**src/rtl/limb_normalizer_pkg.sv**
```systemverilog
`default_nettype none
// ============================================================================
// limb_norm_pkg : shared types and constants for the limb normalizer.
// Rev 1.0
// ============================================================================
package limb_norm_pkg;

  localparam int DEF_NUM_LIMBS = 35;
  localparam int DEF_BIT_LEN   = 17;
  localparam int DEF_WORD_LEN  = 16;

  // Signed carry wide enough for (limb + carry) >>> WORD_LEN, with one guard bit.
  function automatic int carry_width(input int bit_len, input int word_len);
    return bit_len - word_len + 2;
  endfunction

  localparam int DEF_CARRY_W = carry_width(DEF_BIT_LEN, DEF_WORD_LEN);

  typedef logic signed [DEF_BIT_LEN:0] limb_t;
  typedef logic [DEF_WORD_LEN-1:0]     word_t;

  typedef enum logic [0:0] {
    IDLE = 1'b0,
    RUN  = 1'b1
  } state_e;

endpackage
`default_nettype wire

```
**src/rtl/limb_carry_step.sv**
```systemverilog
`default_nettype none
// ============================================================================
// limb_carry_step : one combinational carry-resolution step (limb + carry).
// Rev 1.0
// ============================================================================
module limb_carry_step
  import limb_norm_pkg::*;
#(
  parameter int BIT_LEN  = DEF_BIT_LEN,
  parameter int WORD_LEN = DEF_WORD_LEN,
  parameter int CARRY_W  = carry_width(BIT_LEN, WORD_LEN)
) (
  input  logic signed [BIT_LEN:0]   limb_i,
  input  logic signed [CARRY_W-1:0] carry_i,
  output logic [WORD_LEN-1:0]       word_o,
  output logic signed [CARRY_W-1:0] next_carry_o
);

  localparam int SUM_W = BIT_LEN + 2;

  logic signed [SUM_W-1:0] limb_ext;
  logic signed [SUM_W-1:0] carry_ext;
  logic signed [SUM_W-1:0] sum;

  assign limb_ext  = {{(SUM_W-BIT_LEN-1){limb_i[BIT_LEN]}}, limb_i};
  assign carry_ext = {{(SUM_W-CARRY_W){carry_i[CARRY_W-1]}}, carry_i};
  assign sum       = limb_ext + carry_ext;

  // The upper slice is exactly sum >>> WORD_LEN, since SUM_W - WORD_LEN == CARRY_W.
  assign word_o       = sum[WORD_LEN-1:0];
  assign next_carry_o = sum[SUM_W-1:WORD_LEN];

endmodule
`default_nettype wire

```
**src/rtl/limb_normalizer.sv**
```systemverilog
`default_nettype none
// ============================================================================
// limb_normalizer : serial carry resolution of a signed redundant-limb vector
// into canonical words, LSW first. LIMB_NORMALIZER_OVF_EN adds out_ovf.
// Rev 1.0
// ============================================================================
module limb_normalizer
  import limb_norm_pkg::*;
#(
  parameter  int NUM_LIMBS = DEF_NUM_LIMBS,
  parameter  int BIT_LEN   = DEF_BIT_LEN,
  parameter  int WORD_LEN  = DEF_WORD_LEN,
  localparam int CARRY_W   = carry_width(BIT_LEN, WORD_LEN),
  localparam int IDX_W     = $clog2(NUM_LIMBS)
) (
  input  logic                     clk,
  input  logic                     rst,
  input  logic                     in_valid,
  output logic                     in_ready,
  input  logic signed [BIT_LEN:0]  in_limbs [NUM_LIMBS],
  output logic                     out_valid,
  input  logic                     out_ready,
  output logic [WORD_LEN-1:0]      out_word,
  output logic [IDX_W-1:0]         out_idx,
  output logic                     out_last,
  output logic signed [CARRY_W-1:0] out_carry
`ifdef LIMB_NORMALIZER_OVF_EN
  ,
  output logic                     out_ovf
`endif
);

  localparam logic [IDX_W-1:0] LAST_IDX = IDX_W'(NUM_LIMBS - 1);

  state_e                    state_q, state_d;
  logic signed [BIT_LEN:0]   buf_q [NUM_LIMBS];
  logic signed [CARRY_W-1:0] carry_q;
  logic [IDX_W-1:0]          idx_q;

  logic [WORD_LEN-1:0]       step_word;
  logic signed [CARRY_W-1:0] step_carry;
  logic                      is_last;
  logic                      accept;
  logic                      advance;

  assign is_last = (idx_q == LAST_IDX);
  assign accept  = (state_q == IDLE) && in_valid && !rst;
  assign advance = (state_q == RUN) && out_ready;

  limb_carry_step #(
    .BIT_LEN  (BIT_LEN),
    .WORD_LEN (WORD_LEN),
    .CARRY_W  (CARRY_W)
  ) u_step (
    .limb_i       (buf_q[0]),
    .carry_i      (carry_q),
    .word_o       (step_word),
    .next_carry_o (step_carry)
  );

  always_ff @(posedge clk) begin
    if (rst) begin
      state_q <= IDLE;
    end else begin
      state_q <= state_d;
    end
  end

  always_comb begin
    state_d = state_q;
    case (state_q)
      IDLE:    if (in_valid) state_d = RUN;
      RUN:     if (out_ready && is_last) state_d = IDLE;
      default: state_d = IDLE;
    endcase
  end

  always_comb begin
    in_ready  = 1'b0;
    out_valid = 1'b0;
    out_word  = '0;
    out_idx   = idx_q;
    out_last  = 1'b0;
    out_carry = '0;
`ifdef LIMB_NORMALIZER_OVF_EN
    out_ovf   = 1'b0;
`endif
    case (state_q)
      IDLE: begin
        in_ready = 1'b1;
      end
      RUN: begin
        out_valid = 1'b1;
        out_word  = step_word;
        out_last  = is_last;
        if (is_last) begin
          out_carry = step_carry;
`ifdef LIMB_NORMALIZER_OVF_EN
          // Anything other than a pure sign extension means lost magnitude.
          out_ovf   = (step_carry != '0) && (step_carry != '1);
`endif
        end
      end
      default: begin
        in_ready = 1'b0;
      end
    endcase
  end

  always_ff @(posedge clk) begin
    if (rst) begin
      carry_q <= '0;
      idx_q   <= '0;
    end else if (accept) begin
      carry_q <= '0;
      idx_q   <= '0;
    end else if (advance) begin
      carry_q <= step_carry;
      idx_q   <= is_last ? '0 : idx_q + 1'b1;
    end
  end

  // Limb store shifts down one slot per accepted word, so the active limb is always slot 0.
  always_ff @(posedge clk) begin
    if (accept) begin
      buf_q <= in_limbs;
    end else if (advance) begin
      for (int i = 0; i < NUM_LIMBS - 1; i++) begin
        buf_q[i] <= buf_q[i+1];
      end
    end
  end

endmodule
`default_nettype wire

```
**config.mk**
```make
export PLATFORM = sky130hd
export DESIGN_NAME = limb_normalizer
export DESIGN_NICKNAME = d
export VERILOG_FILES = /design/src/rtl/limb_normalizer_pkg.sv /design/src/rtl/limb_carry_step.sv /design/src/rtl/limb_normalizer.sv
export SDC_FILE = /design/constraint.sdc
export NUM_CORES = 1
export LEC_CHECK = 0
export BUFFER_PORTS_ARGS = -buffer_cell sky130_fd_sc_hd__buf_2
export CAP_MARGIN = 10
export CORE_MARGIN = 2
export CORE_UTILIZATION = 35
export CTS_BUF_LIST = sky130_fd_sc_hd__clkbuf_4 sky130_fd_sc_hd__clkbuf_8 sky130_fd_sc_hd__clkbuf_16
export DETAILED_ROUTE_END_ITERATION = 16
export SLEW_MARGIN = 20
export SYNTH_ARGS = -nofsm -noshare
export SYNTH_HDL_FRONTEND = slang
export SYNTH_SLANG_ARGS = --single-unit
```
**constraint.sdc**
```tcl
create_clock -name clk -period 15.14 [get_ports clk]
set_input_delay 0.757 -clock clk [delete_from_list [all_inputs] [get_ports clk]]
set_output_delay 0.757 -clock clk [all_outputs]
set_load 0.1 [all_outputs]
```
## Word-level counts from Yosys, hierarchy flattened

Index checks and enable logic that the tools add are counted.

| cells by class | value |
|---|---|
| muxes and demuxes | 12 |
| reductions and logical operators | 7 |
| eq/ne operators | 1 |
| bitwise logic cells | 1 |
| add/sub/neg operators | 2 |

Operators with widths:

| cell | number |
|---|---|
| $mux 612 | 2 |
| $add 18x3->19 | 1 |
| $mux 16 | 1 |
| $add 6x1->6 const B | 1 |
| $eq 6x6->1 const B | 1 |
| $mux 3 | 2 |
| $mux 6 | 1 |
| $mux 1 | 5 |
| $logic_and 1x1->1 | 4 |
| $pmux 1 s2 | 1 |
| $reduce_bool 2->1 | 1 |
| $reduce_or 2->1 | 1 |
| $logic_not 1->1 | 1 |
| $not 1->1 | 1 |

| storage, ports and cells | value |
|---|---|
| output and inout bits | 28 |
| flip-flop bits (word level) | 640 |

## Depth between registers and ports, before layout

| logic depth | value |
|---|---|
| depth in word-level cells | 4 |
| mapped depth | 8 |

## Hierarchy

Synthesis repeated with hierarchy kept, for this count alone.

| unflattened totals | value |
|---|---|
| cells, all modules | 1502 |
| area total of the unflattened synthesis | 28001.9 um^2 |

By module, submodules not included:

| module | times used | area each (um^2) | cells each |
|---|---|---|---|
| limb_normalizer | 1 | 27128.5 | 1389 |
| limb_carry_step | 1 | 873.3 | 113 |

## Least setup slack after synthesis

No wires, ideal clock.

| path | value |
|---|---|
| path type | reg-to-reg |
| start point | register state_q |
| end point | register buf_q[100] (netlist name), enable pin |
| arrival time | 11.693 ns |
| path slack | -0.881 ns |
| stages on the path, launching flop included | 8 |
| library setup time | 4.328 ns |
| path buffers | 3 |
| cell sequence | dfxtp_1 -> inv_2 -> nand2_1 -> or2_1 -> buf_2 -> buf_2 -> buf_2 -> nand2_1 |

| on the way | value |
|---|---|
| cells in the longest elaborated chain, start to end | 4 |
| elaborated cells on any way between the ends | 5 |
| classes of those cells | bitwise: 1; reduce/logical: 4 |

Ends and longest elaborated chain:

| what | line | RTL |
|---|---|---|
| start: declaration | limb_normalizer.sv:35 | `state_e state_q, state_d;` |
| start signal: assignment | limb_normalizer.sv:65 | `state_q <= state_d;` |
| $not 1->1 | - |  |
| $logic_and 1x1->1 (2 in a row) | limb_normalizer.sv:47 | `assign accept = (state_q == IDLE) && in_valid && !rst;` |
| $reduce_bool 2->1 (no source line) * | - |  |
| end signal: assignment | limb_normalizer.sv:126 | `buf_q <= in_limbs;` |
| end signal: indexed assignment | limb_normalizer.sv:129 | `buf_q[i] <= buf_q[i+1];` |
| end: declaration | limb_normalizer.sv:36 | `logic signed [BIT_LEN:0] buf_q [NUM_LIMBS];` |

Mark *: on every way between the ends. The rest lies on a longest branch, timed or not.
A chain may end at the register's enable or synchronous reset.

## Final worst setup path

| path | value |
|---|---|
| start point | register state_q |
| end point | register buf_q[210] (netlist name), enable pin |

The elaborated chain is that of the path after synthesis.

==> impl_results.md <==
- TritonCTS clock tree: built
- Tot GR Track Use: 0.1869
- H-tree depth: 3
- Net Sw Power: 1.095 mW
- Post-cts resize count: 0
- Worst EP required: 15.37 ns
- Static leakage: 15.87 nW
- YS warnings: 0
- Highest clock rate: 192.8 MHz
- Final Max Slew Viols: 0
- Total gr overflow: 0
- Total Die Area: 82320 um2
- Worst hold-check path type: in2reg
- Via count: 20731
- Post-CTS Setup Inserts: 0
- Yosys reg bits: 640
- Sequential-to-total area share from yosys stat: 0.6825
- CTS buffer count: 74
- Buffers on Ports: 661
- Hold Path Origin: in_limbs[7]
- WP depth: 7
- Cell repeated most along the worst path: buf_4
- Asr flop ratio synth: 0
- DIE HEIGHT: 286.9 um
- Pre-Repair DR Iteration Count: 5
- Pint: 3.324 mW
- 1st-iter DRT viols: 1917
- Synthesized area: 28010 um2
- Ys flop type: edfxtp_1
- Area contributors post-synth: edfxtp_1 68%, nand2_1 25%, buf_2 2.3%, ha_1 0.89%, dfxtp_1 0.71%
- VDD IR max: 71.33 uV
- Clock share of power: 0.405
- CP Launch Point: state_q
- Status: complete, no violations
- Worst setup path end: buf_q[210]
- Final critical-path required period: 5.186 ns
- Crit-path max cell delay: 0.91 ns
- Storage cell area: 19120 um2
- Multi-input logic area: 8178 um2
- Cell Pwr Density: 127.8 nW/um2
- Fillers: 7733
- Worst R2R Setup Slack: 9.95 ns
- Setup violators final: 0
- Sequential share of power: 0.492
- Critical path cell sequence: inv_2 > nand2_1 > or2_4 > nand2_8 > buf_4 > buf_4 > buf_4
- Crit path DAT: 5.41 ns
- Most frequent cells in the layout: 1859 x nand2_1, 661 x buf_2, 630 x edfxtp_1, 75 x clkbuf_16
- Critical path class: reg2reg
- Max Cap Violations: 0
- Routability congestion estimate: 0.8447
- Mapped Cells: 2803
- Top cell type's share of synthesized area: 0.6753
- Synth area leader: edfxtp_1
- Least-Margin Pin Slew: 1.094 ns
- Cts hold-fix bufs: 0
- Period utilization: 0.3425
- Crit end category: flop
- Worst path top cell family by delay: buffers and inverters
- Routed len/inst: 17.55 um
- First-pass GRT wire length: 116.4 mm
- Share of cells above drive strength 1: 0.2364
- Slowest-stage cell, CP: buf_4
- Largest net degree at the start of global routing: 182
- DRC: 0
- Crit-path max FO: 115
- Vias in the first global route: 19930
- ANT nets after route: 0
- Top-level port count: 662
- Syn Nets: 3458
- Comb pwr share: 0.103
- Clock-pin slew of the registers on the worst-case setup and hold paths: 0.07 ns
- Core outline area: 79130 um2
- Switching share of power: 0.2478
- Reg2reg end: buf_q[210]
- Initial antenna violation count: 30
- Post-DP HPWL: 56.21 mm
- Leading cell type in the layout, fill and taps excluded: nand2_1
- Area grow syn2layout: 23.44%
- Die width: 286.9 um
- Library cells used by synthesis: 49
- Worst R2R Start: state_q
- Root buf cell: clkbuf_16
- Setup TNS: 0 ns
- CTS Buffer Depth: 3
- Crit path buf inv count: 4
- EDFF count, synth: 630
- RSZ-0062 raised after global routing: no
- Clock skew: 0.03939 ns
- Fin. Hold Viols: 0
- Final WL: 79.73 mm
- Site row count: 103
- Path depth of the worst reg2reg path: 7
- Vias per cell: 4.564
- Clock Sinks: 640
- CP Launch Type: flop
- Starting density of the core: 0.3540
- Avg Cell Area, Syn: 9.994 um2
- Slew headroom: 0.2709
- Final core utilization: 0.4370
- Clk Latency, worst-skew pair: 0.61 ns
- Fin nets: 4074
-- synth_stat cells (3+ instances only) --
master and count:
nand2_1 1860, edfxtp_1 630, buf_2 129, a21oi_1 21, nor2_1 21, ha_1 20
dfxtp_1 10, clkbuf_1 9, xor2_1 9, nor3_1 8, inv_1 7, nand3_1 5
nand4_1 5, xnor2_1 5, and2_1 4, and3_1 4, nand2b_1 4, o21ai_0 4
a21oi_2 3, mux2i_1 3, o21ai_2 3
-- sequential cells by signal (all words and copies together), names as in the netlist --
signal,cells
buf_q,630
carry_q,3
state_q,1
out_idx,6
-- metal layers --
metal,global-route usage,part of all wire,wire length (um),vias up
met5,0,0.0015,118,-
met4,0.05820,0.023,1855,20
met3,0.03810,0.076,6076,123
met2,0.3116,0.49,38900,665
met1,0.2448,0.41,32780,9554
li1,-,-,-,10369
-- power by group through the flow --
stage	registers (mW)	logic (mW)	clock network (mW)
CTS	2.18	0.461	1.84
finish	2.18	0.453	1.79
detailed placement	2.21	0.459	0
global placement	2.21	0.457	0
global route	2.19	0.510	1.90
floorplan	2.24	0.277	0
-- final cells by class --
type                    instances  area share
flip-flops and latches        640      0.5529
multi-input cells            2014      0.2365
repair buffers                680     0.09980
clock buffers                  92     0.05797
well taps                    1050     0.03799
clock inverters                42     0.01256
inverters                       9    0.001194
diodes                         15    0.001086
-- kinds of logic after synthesis --
family	Yosys count	share of synthesized area
fa+ha+maj	21	0.009648
xor+xnor	14	0.004377
buf+inv	149	0.02626
compound gates	55	0.01505
simple gates	1920	0.2607
mux	4	0.001474
flops	640	0.6825
-- worst min-delay path by stage --
stage               cells after the start  slack [ns]    endpoint
finish                                  1        0.32    buf_q[7]
global route                            1        0.28   buf_q[15]
CTS                                     1        0.27    buf_q[3]
detailed placement                      2        0.50  buf_q[337]
global placement                        2        0.49  buf_q[250]
floorplan                               2        0.49  buf_q[100]
-- worst register-to-register path, stage by stage, from the launching register on --
cell and delay, ns:
dfxtp_1 0.44, inv_2 0.26, nand2_1 0.10, or2_4 0.39, nand2_8 0.63, buf_4 0.98
buf_4 0.99, buf_4 0.95
-- per-stage QoR --
stage	total power, mW	instances	hold slack (ns)	setup slack (ns)	cell area, um2
finish	4.420	4542	0.3200	9.954	34580
global route	4.604	4538	0.2775	9.532	34570
CTS	4.476	4527	0.2676	9.939	34540
detailed placement	2.672	4393	0.4966	9.800	32100
global placement	2.667	4393	0.4933	9.822	32100
floorplan	2.521	2803	0.4905	5.330	28020
Note: power is estimated with default switching activity, not from simulation.
